[config.mk]
export PLATFORM = sky130hd
export DESIGN_NAME = axi_read_arbiter_flat
export DESIGN_NICKNAME = d
export VERILOG_FILES = /design/src/rtl/axi_ic_pkg.sv /design/src/rtl/axi_read_arbiter_if.sv /design/src/rtl/rr_pick4.sv /design/src/rtl/axi_read_arbiter.sv /design/src/flat_wrapper.sv
export SDC_FILE = /design/constraint.sdc
export NUM_CORES = 1
export LEC_CHECK = 0
export CAP_MARGIN = 15
export CORE_MARGIN = 4
export CORE_UTILIZATION = 50
export CTS_BUF_LIST = sky130_fd_sc_hd__clkbuf_8
export DETAILED_ROUTE_END_ITERATION = 10
export PLACE_DENSITY = 0.83
export SYNTH_ARGS = -nofsm -noshare
export SYNTH_HDL_FRONTEND = slang
export SYNTH_SLANG_ARGS = --single-unit
[constraint.sdc]
create_clock -name clk -period 1.9 [get_ports clk]
set_input_delay 0.38 -clock clk [delete_from_list [all_inputs] [get_ports clk]]
set_output_delay 0.38 -clock clk [all_outputs]
set_load 0.01 [all_outputs]
[src/rtl/axi_ic_pkg.sv]
// Shared types and constants for the 4-master AXI interconnect arbiters.
// Imported by the read-channel arbiter and by the round-robin picker.
package axi_ic_pkg;

  localparam int NUM_MASTERS = 4;
  localparam int GRANT_W     = NUM_MASTERS;

  typedef enum logic [1:0] {
    IDLE = 2'd0,
    ADDR = 2'd1,
    DATA = 2'd2
  } arb_state_e;

  function automatic logic [GRANT_W-1:0] onehot_grant(input logic [1:0] idx);
    logic [GRANT_W-1:0] g;
    g      = '0;
    g[idx] = 1'b1;
    return g;
  endfunction

endpackage

[src/rtl/axi_read_arbiter_if.sv]
// Request, slave-side handshake and grant signals of the read-channel arbiter.
// The master modport is the arbiter itself (it drives the grants); slave is the bus side.
interface axi_read_arbiter_if #(
  parameter int LEN_WIDTH = 8
);

  logic                 s0_ARVALID;
  logic                 s1_ARVALID;
  logic                 s2_ARVALID;
  logic                 s3_ARVALID;
  logic                 s2m_ARVALID;
  logic                 s2m_ARREADY;
  logic [LEN_WIDTH-1:0] s2m_ARLEN;
  logic                 s2m_RVALID;
  logic                 s2m_RREADY;
  logic                 s2m_RLAST;
  logic                 s0_rgrnt;
  logic                 s1_rgrnt;
  logic                 s2_rgrnt;
  logic                 s3_rgrnt;
  logic [1:0]           rgrnt_id;
  logic                 rd_busy;
  logic                 rlast_err;

  modport master (
    input  s0_ARVALID, s1_ARVALID, s2_ARVALID, s3_ARVALID,
    input  s2m_ARVALID, s2m_ARREADY, s2m_ARLEN,
    input  s2m_RVALID, s2m_RREADY, s2m_RLAST,
    output s0_rgrnt, s1_rgrnt, s2_rgrnt, s3_rgrnt,
    output rgrnt_id, rd_busy, rlast_err
  );

  modport slave (
    output s0_ARVALID, s1_ARVALID, s2_ARVALID, s3_ARVALID,
    output s2m_ARVALID, s2m_ARREADY, s2m_ARLEN,
    output s2m_RVALID, s2m_RREADY, s2m_RLAST,
    input  s0_rgrnt, s1_rgrnt, s2_rgrnt, s3_rgrnt,
    input  rgrnt_id, rd_busy, rlast_err
  );

endinterface

[src/rtl/rr_pick4.sv]
// Combinational 4-way round-robin picker: searches ptr+1, ptr+2, ptr+3, ptr.
// Shared by the read- and write-channel arbiters.
module rr_pick4
  import axi_ic_pkg::*;
(
  input  logic [NUM_MASTERS-1:0] req,
  input  logic [1:0]             ptr,
  output logic                   valid,
  output logic [1:0]             win
);

  logic [1:0] cand;

  // Walk from lowest to highest priority so the nearest requester overwrites.
  always_comb begin
    valid = 1'b0;
    win   = ptr;
    cand  = ptr;
    for (int k = NUM_MASTERS; k >= 1; k--) begin
      cand = ptr + 2'(k);
      if (req[cand]) begin
        valid = 1'b1;
        win   = cand;
      end
    end
  end

endmodule

[src/rtl/axi_read_arbiter.sv]
// Round-robin read-channel arbiter: holds a one-hot grant from AR acceptance
// through the RLAST beat, one outstanding read, and flags RLAST/ARLEN mismatches.
module axi_read_arbiter
  import axi_ic_pkg::*;
#(
  parameter int          LEN_WIDTH   = 8,
  parameter int unsigned RR_INIT_PTR = 3
)(
  input  logic               clk,
  input  logic               rstn,
  axi_read_arbiter_if.master bus
);

  arb_state_e           state;
  logic [1:0]           ptr;
  logic [LEN_WIDTH-1:0] rem;
  logic [GRANT_W-1:0]   grant;
  logic [1:0]           grant_id;
  logic                 err;

  logic [NUM_MASTERS-1:0] req;
  logic                   pick_valid;
  logic [1:0]             pick_win;
  logic                   ar_fire;
  logic                   beat;

  assign req     = {bus.s3_ARVALID, bus.s2_ARVALID, bus.s1_ARVALID, bus.s0_ARVALID};
  assign ar_fire = bus.s2m_ARVALID & bus.s2m_ARREADY;
  assign beat    = bus.s2m_RVALID & bus.s2m_RREADY;

  rr_pick4 u_pick (
    .req   (req),
    .ptr   (ptr),
    .valid (pick_valid),
    .win   (pick_win)
  );

  always_ff @(posedge clk or negedge rstn) begin
    if (!rstn) begin
      state    <= IDLE;
      ptr      <= 2'(RR_INIT_PTR);
      rem      <= '0;
      grant    <= '0;
      grant_id <= 2'd0;
      err      <= 1'b0;
    end else begin
      err <= 1'b0;
      unique case (state)
        IDLE: begin
          if (pick_valid) begin
            grant    <= onehot_grant(pick_win);
            grant_id <= pick_win;
            ptr      <= pick_win;
            state    <= ADDR;
          end
        end
        ADDR: begin
          // A dropped ARVALID from the owner is not recovered here; grant holds.
          if (ar_fire) begin
            rem   <= bus.s2m_ARLEN;
            state <= DATA;
          end
        end
        DATA: begin
          if (beat) begin
            if (rem != '0) rem <= rem - LEN_WIDTH'(1);
            if (bus.s2m_RLAST) begin
              err <= (rem != '0);
              // Re-arbitrate on the last beat so the next owner has no idle gap.
              if (pick_valid) begin
                grant    <= onehot_grant(pick_win);
                grant_id <= pick_win;
                ptr      <= pick_win;
                state    <= ADDR;
              end else begin
                grant <= '0;
                state <= IDLE;
              end
            end else if (rem == '0) begin
              err <= 1'b1;
            end
          end
        end
        default: begin
          grant <= '0;
          state <= IDLE;
        end
      endcase
    end
  end

  assign bus.s0_rgrnt  = grant[0];
  assign bus.s1_rgrnt  = grant[1];
  assign bus.s2_rgrnt  = grant[2];
  assign bus.s3_rgrnt  = grant[3];
  assign bus.rgrnt_id  = grant_id;
  assign bus.rd_busy   = (state != IDLE);
  assign bus.rlast_err = err;

endmodule
[src/flat_wrapper.sv]
// flat-port wrapper written by rule: the top's interface ports become plain ports
module axi_read_arbiter_flat import axi_ic_pkg::*;
#(
  parameter int          LEN_WIDTH   = 8,
  parameter int unsigned RR_INIT_PTR = 3
)
  (clk, rstn, bus_s0_ARVALID, bus_s1_ARVALID, bus_s2_ARVALID, bus_s3_ARVALID, bus_s2m_ARVALID, bus_s2m_ARREADY, bus_s2m_ARLEN, bus_s2m_RVALID, bus_s2m_RREADY, bus_s2m_RLAST, bus_s0_rgrnt, bus_s1_rgrnt, bus_s2_rgrnt, bus_s3_rgrnt, bus_rgrnt_id, bus_rd_busy, bus_rlast_err);
  axi_read_arbiter_if #(.LEN_WIDTH(LEN_WIDTH)) bus_i ();
  input  logic clk;
  input  logic rstn;
  input wire logic [$bits(bus_i.s0_ARVALID)-1:0] bus_s0_ARVALID;
  input wire logic [$bits(bus_i.s1_ARVALID)-1:0] bus_s1_ARVALID;
  input wire logic [$bits(bus_i.s2_ARVALID)-1:0] bus_s2_ARVALID;
  input wire logic [$bits(bus_i.s3_ARVALID)-1:0] bus_s3_ARVALID;
  input wire logic [$bits(bus_i.s2m_ARVALID)-1:0] bus_s2m_ARVALID;
  input wire logic [$bits(bus_i.s2m_ARREADY)-1:0] bus_s2m_ARREADY;
  input wire logic [$bits(bus_i.s2m_ARLEN)-1:0] bus_s2m_ARLEN;
  input wire logic [$bits(bus_i.s2m_RVALID)-1:0] bus_s2m_RVALID;
  input wire logic [$bits(bus_i.s2m_RREADY)-1:0] bus_s2m_RREADY;
  input wire logic [$bits(bus_i.s2m_RLAST)-1:0] bus_s2m_RLAST;
  output wire logic [$bits(bus_i.s0_rgrnt)-1:0] bus_s0_rgrnt;
  output wire logic [$bits(bus_i.s1_rgrnt)-1:0] bus_s1_rgrnt;
  output wire logic [$bits(bus_i.s2_rgrnt)-1:0] bus_s2_rgrnt;
  output wire logic [$bits(bus_i.s3_rgrnt)-1:0] bus_s3_rgrnt;
  output wire logic [$bits(bus_i.rgrnt_id)-1:0] bus_rgrnt_id;
  output wire logic [$bits(bus_i.rd_busy)-1:0] bus_rd_busy;
  output wire logic [$bits(bus_i.rlast_err)-1:0] bus_rlast_err;
  assign bus_i.s0_ARVALID = bus_s0_ARVALID;
  assign bus_i.s1_ARVALID = bus_s1_ARVALID;
  assign bus_i.s2_ARVALID = bus_s2_ARVALID;
  assign bus_i.s3_ARVALID = bus_s3_ARVALID;
  assign bus_i.s2m_ARVALID = bus_s2m_ARVALID;
  assign bus_i.s2m_ARREADY = bus_s2m_ARREADY;
  assign bus_i.s2m_ARLEN = bus_s2m_ARLEN;
  assign bus_i.s2m_RVALID = bus_s2m_RVALID;
  assign bus_i.s2m_RREADY = bus_s2m_RREADY;
  assign bus_i.s2m_RLAST = bus_s2m_RLAST;
  assign bus_s0_rgrnt = bus_i.s0_rgrnt;
  assign bus_s1_rgrnt = bus_i.s1_rgrnt;
  assign bus_s2_rgrnt = bus_i.s2_rgrnt;
  assign bus_s3_rgrnt = bus_i.s3_rgrnt;
  assign bus_rgrnt_id = bus_i.rgrnt_id;
  assign bus_rd_busy = bus_i.rd_busy;
  assign bus_rlast_err = bus_i.rlast_err;
  axi_read_arbiter #(.LEN_WIDTH(LEN_WIDTH), .RR_INIT_PTR(RR_INIT_PTR)) u_core (.clk(clk), .rstn(rstn), .bus(bus_i));
endmodule
* After elaboration in Yosys (flattened, before gate mapping)
Index checks and enable logic that the tools add are counted.
** Operators by class
- Multiplexer cells :: 44
- Order comparisons :: 6
- Reductions and logical operators :: 11
- Equality and inequality tests :: 7
- $add $sub $neg :: 4
- Bitwise operators :: 3
** Operators with widths (number)
- $mux 2 :: 13
- $mux 8 :: 3
- $mux 4 :: 4
- $pmux 8 s2 :: 1
- $lt 2x3->1 const B :: 5
- $mux 1 :: 14
- $pmux 4 s3 :: 1
- $reduce_and 4->1 :: 3
- $bmux 1 s2 :: 4
- $logic_not 8->1 :: 1
- $ne 2x1->1 const B :: 4
- $pmux 2 s2 :: 2
- $reduce_bool 8->1 :: 1
- $sub 8x1->8 const B :: 1
- $pmux 2 s3 :: 1
- $reduce_bool 2->1 :: 3
- $add 2x2->2 const B :: 2
- $reduce_and 3->1 :: 1
- $add 2x1->2 const B :: 1
- $and 1x1->1 :: 2
- $demux 1 s2 :: 1
- $eq 2x1->1 const B :: 1
- $eq 2x2->1 const B :: 1
- $ge 2x1->1 const B :: 1
- other kinds (4) :: 4
** Storage, ports and cells
- Flip-flop bits (word level) :: 19
- Output and inout port bits :: 8
- Bits of input ports :: 19
- Word-level logic and storage cells :: 81

* Depth between registers and ports, before layout
- Depth after elaboration :: 14
- Mapped depth :: 6
- Gate-level depth less buffers :: 6

* Modules after synthesis
Synthesis repeated with hierarchy kept, for this count alone.
** Second synthesis, totals
- Cell total of the unflattened synthesis :: 116
- Area, all modules :: 1083.5 µm²
** Modules (own cells, without submodules)
- axi_read_arbiter :: cells an instance 102, instances 1, area each 1001.0 µm²
- rr_pick4 :: cells an instance 14, instances 1, area each 82.6 µm²

* Least setup slack after synthesis
OpenSTA, ideal clock, no wires.
- Kind :: register to register
- Start :: register u_core.ptr[1]
- End :: register u_core.grant[2]
- Stages on the path, launching flop included :: 6
- Setup time :: 68 ps
- Data arrival time :: 1650 ps
- Path slack :: 181 ps
- Buffers on the path :: 1
- Period minus slack after synthesis :: 1719 ps
- Cell sequence :: dfstp_2 -> clkbuf_1 -> mux2i_1 -> nor2_1 -> a211oi_1 -> a32o_1
** On the way
- Cells in the longest elaborated chain, start to end :: 14
** Ends and longest elaborated chain
- start: declaration :: RTL line axi_read_arbiter.sv:15 : logic [1:0] ptr;
- start signal: assignment :: RTL line axi_read_arbiter.sv:41 : ptr <= 2'(RR_INIT_PTR);
- start signal: assignment :: RTL line axi_read_arbiter.sv:53 : ptr <= pick_win;
- start signal: assignment :: RTL line axi_read_arbiter.sv:73 : ptr <= pick_win;
- $add 2x2->2 :: RTL line rr_pick4.sv:20 : cand = ptr + 2'(k);
- $bmux 1 s2 :: RTL line rr_pick4.sv:21 : if (req[cand]) begin
- $mux 1 (not written as such) :: RTL line rr_pick4.sv:21
- $mux 2 (3 in series) :: RTL line rr_pick4.sv:21
- $lt 2x3->1 (not written as such) or $ge 2x1->1 (tied branches) :: RTL line axi_ic_pkg.sv:17 : g[idx] = 1'b1;
- $logic_and 1x1->1 (not written as such) :: RTL line axi_ic_pkg.sv:17
- $mux 1 (not written as such) :: RTL line axi_ic_pkg.sv:17
- $demux 1 s2
- $mux 4 :: RTL line axi_read_arbiter.sv:70 : if (pick_valid) begin
- $mux 4 :: RTL line axi_read_arbiter.sv:67 : if (bus.s2m_RLAST) begin
- $mux 4 :: RTL line axi_read_arbiter.sv:65 : if (beat) begin
- $pmux 4 s3 :: RTL line axi_read_arbiter.sv:48 : unique case (state)
- end signal: assignment :: RTL line axi_read_arbiter.sv:51 : grant <= onehot_grant(pick_win);
- end signal: assignment :: RTL line axi_read_arbiter.sv:71 : grant <= onehot_grant(pick_win);
- end: declaration :: RTL line axi_read_arbiter.sv:17 : logic [GRANT_W-1:0] grant;
Several ways; a longest one is shown, not always the timed one. The select of a mux whose other input is x is not followed.
A chain may end at the register's enable or synchronous reset.

* Final worst setup path
- Start :: register u_core.state[0]
- End :: output bus_rd_busy
** On the way
- Cells in the longest elaborated chain, start to end :: 1
** Ends and longest elaborated chain
- start: declaration :: RTL line axi_read_arbiter.sv:14 : arb_state_e state;
- start signal: assignment :: RTL line axi_read_arbiter.sv:40 : state <= IDLE;
- start signal: assignment :: RTL line axi_read_arbiter.sv:54 : state <= ADDR;
- start signal: assignment :: RTL line axi_read_arbiter.sv:61 : state <= DATA;
- $reduce_bool 2->1 :: RTL line axi_read_arbiter.sv:97 : assign bus.rd_busy = (state != IDLE);
- end: declaration :: RTL line flat_wrapper.sv:26 : output wire logic [$bits(bus_i.rd_busy)-1:0] bus_rd_busy;
Every way passes these cells.

==> flow_metrics.env <==
export IMPL_outcome="finished clean"
export IMPL_maxSlewViolCount=0
export IMPL_drt_first_iter_violations=26
export IMPL_worstSkewPairLatency_ns=0.25
export IMPL_ctsRootBufferMaster="clkbuf_8"
export IMPL_power_w=0.002094
export IMPL_max_freq_ghz=0.5453
export IMPL_die_y_microns=54.80
export IMPL_p_leak_nw=0.6222
export IMPL_placed_cells=179
export IMPL_critPathKind="reg -> out"
export IMPL_syn_area_per_cell_sq_um=9.200
export IMPL_grt_pass1_wl_microns=4236
export IMPL_grt_pass1_vias=986
export IMPL_globalRouteOverflowTotal=0
export IMPL_setup_tns_final_ns=0
export IMPL_finalWeightedCongestion=0.8379
export IMPL_grt_antenna_before_repair=0
export IMPL_rsz0062_at_grt="no"
export IMPL_layout_setup_ws_ns=0.06611
export IMPL_cts_inserted_buffers=3
export IMPL_whs_ns=0.4653
export IMPL_irDropWorstVdd_uv=829.3
export IMPL_r2r_setup_slack_ns=0.15
export IMPL_setup_viol=0
export IMPL_crit_arrival_ns=1.45
export IMPL_netlist_area_sq_um=1095
export IMPL_yosysTopAreaCellShare_pct=38.86
export IMPL_drt_wirelength_per_cell_microns=13.71
export IMPL_tritoncts="yes"
export IMPL_hold_viol=0
export IMPL_dp_final_hpwl_microns=1993
export IMPL_core_rowCount=16
export IMPL_slowest_stage="clkdlybuf4s50_1"
export IMPL_min_period_ns=1.834
export IMPL_ys_seq_area_share_pct=43.66
export IMPL_r2r_cells=4
export IMPL_yosys_warnings=0
export IMPL_fin_cells=184
export IMPL_area_growth_pct=38.06
export IMPL_diodes=0
export IMPL_synthTopCellsByArea="dfrtp_1 39%, nor2_1 5.8%, dfstp_2 4.8%"
export IMPL_synth_largest_area_cell="dfrtp_1"
export IMPL_cp_max_fo=7
export IMPL_postRouteAntennaNets=0
export IMPL_worstReg2RegEnd="u_core.rem[4]"
export IMPL_die_width_microns=54.80
export IMPL_worstPathRequired_ns=1.52
export IMPL_dpl_worst_slack_ns=0.002521
export IMPL_drv_cap=0
export IMPL_wirelength_microns=2522
export IMPL_hold_class="in -> async"
export IMPL_vias=1033
export IMPL_clkTransAtPathRegs_ns=0.07
export IMPL_io_buffers=26
export IMPL_fp_coreArea_sq_um=2022
export IMPL_syn_inst=119
export IMPL_cts_sinks=19
export IMPL_synth_seq_cells=19
export IMPL_cts_resized=0
export IMPL_die_area_sq_um=3002
export IMPL_synth_nets=139
export IMPL_synth_edf_count=0
export IMPL_start_kind="register"
export IMPL_ys_flop_type="dfrtp_1"
export IMPL_crit_path_start="u_core.state[0]"
export IMPL_start_util_pct=54.15
export IMPL_post_route_period_util_pct=96.52
export IMPL_yosysUniqueCellTypes=43
export IMPL_viasPerCell=5.614
export IMPL_ys_async_sr_fraction_pct=100.0
export IMPL_grt_max_degree=20
export IMPL_io_pins=27
export IMPL_worstMarginPinSlew_ns=0.6076
export IMPL_cts_hold_buf=0
export IMPL_power_density_nw_per_um2=1385
export IMPL_slew_headroom_pct=59.18
export IMPL_first_pass_iters=4
export IMPL_clock_path_buffers=2
export IMPL_fin_nets=178
export IMPL_rr_startpoint="u_core.rem[5]"
export IMPL_crit_path_end_kind="output pin"
export IMPL_path_cells="or2_2, clkdlybuf4s50_1"
export IMPL_grt_usage_pct=19.86
export IMPL_clock_skew_ns=0.001112
export IMPL_max_stage_delay_ns=0.48
export IMPL_worstSetupEndpoint="bus_rd_busy"
export IMPL_htree_levels=1
export IMPL_drive_gt1_share_pct=18.47
export IMPL_drc=0
==> worst max-delay path: cells and delay by family (launching register included) <==
kind | cells | cell delay, ns
buf+inv | 1 | 0.48
flops | 1 | 0.44
simple gates | 1 | 0.29
==> timing repair <==
action	in CTS	in global routing
endpoints found under the hold margin	0	0
setup endpoints to repair	0	1
setup buffers	0	1
==> cell families (layout without fill, tap and decap cells) <==
kind of cell / after synthesis / count (layout) / synth area share [%]
buf+inv: 8 / 46 / 2.971
fa+ha+maj: 1 / 1 / 1.143
xor+xnor: 1 / 1 / 0.8001
simple gates: 47 / 47 / 23.66
flops: 19 / 19 / 43.66
compound gates: 42 / 42 / 26.86
mux: 1 / 1 / 0.9143
==> layout make-up <==
class	count	area [sq um]
Tap cell	27	33.78
Sequential cell	19	478.0
Multi-Input combinational cell	92	584.3
Inverter	3	11.26
Clock inverter	1	5.005
Fill cell	147	510.5
Timing Repair Buffer	39	357.8
Clock buffer	3	41.29
==> cells in the mapped netlist (2+ instances only) <==
master     number
dfrtp_1        17
nor2_1         17
nand2_1         8
o21ai_0         7
a21oi_1         6
nand2b_1        6
o21ai_1         4
a22oi_1         3
clkbuf_1        3
inv_1           3
o31ai_1         3
a21o_1          2
buf_2           2
dfstp_2         2
nand3_1         2
nor2b_1         2
nor3_1          2
nor3_2          2
o22a_1          2
o2bb2ai_1       2
or2_2           2
==> cell usage in the layout (no fill, tap or decap), drive strengths merged, types with 3 or more instances in the layout <==
cell           synthesis  layout
o21ai                 11      11
nor2                  18      18
a22oi                  3       3
o31ai                  3       3
nand2b                 6       6
inv                    3       3
dfrtp                 17      17
a21oi                  6       6
clkbuf                 3       3
nand2                  8       8
nor3                   4       4
clkdlybuf4s50          0      26
buf                    2      13
==> per-stage QoR <==
step / instance area, sq um / utilization, %
after global routing: 1511 / 74.75
after global placement: 1458 / 72.09
final: 1511 / 74.75
after detailed placement: 1458 / 72.09
after CTS: 1504 / 74.38
after floorplan: 1095 / -
==> routing by layer <==
metal | vias to the layer above | track usage, % | part of all wire (%)
met5 | - | 0 | 0
met1 | 486 | 23.78 | 42
met2 | 33 | 36.42 | 51
li1 | 512 | - | -
met4 | 0 | 5.809 | 0.71
met3 | 2 | 2.452 | 5.7
==> where the power goes <==
group / switching (W) / internal, W
registers: 0.000184 / 0.000599
logic: 0.000494 / 0.000543
clock network: 0.000128 / 0.000145
total: 0.000807 / 0.00129
==> registers in the layout (all words and copies together) (netlist names) <==
signal,cells
u_core.bus.rgrnt_id,2
u_core.bus.rlast_err,1
u_core.grant,4
u_core.ptr,2
u_core.rem,8
u_core.state,2
==> worst min path at each step <==
stage / from / end / slack [ns]
final: rstn / u_core.grant[1] / 0.47
after global routing: rstn / u_core.grant[1] / 0.48
after CTS: rstn / u_core.grant[1] / 0.47
after detailed placement: u_core.grant[1] / u_core.grant[1] / 0.48
after global placement: u_core.grant[1] / u_core.grant[1] / 0.47
after floorplan: rstn / u_core.bus.rgrnt_id[0] / 0.08
No activity file was read; power rests on OpenSTA's default activity.
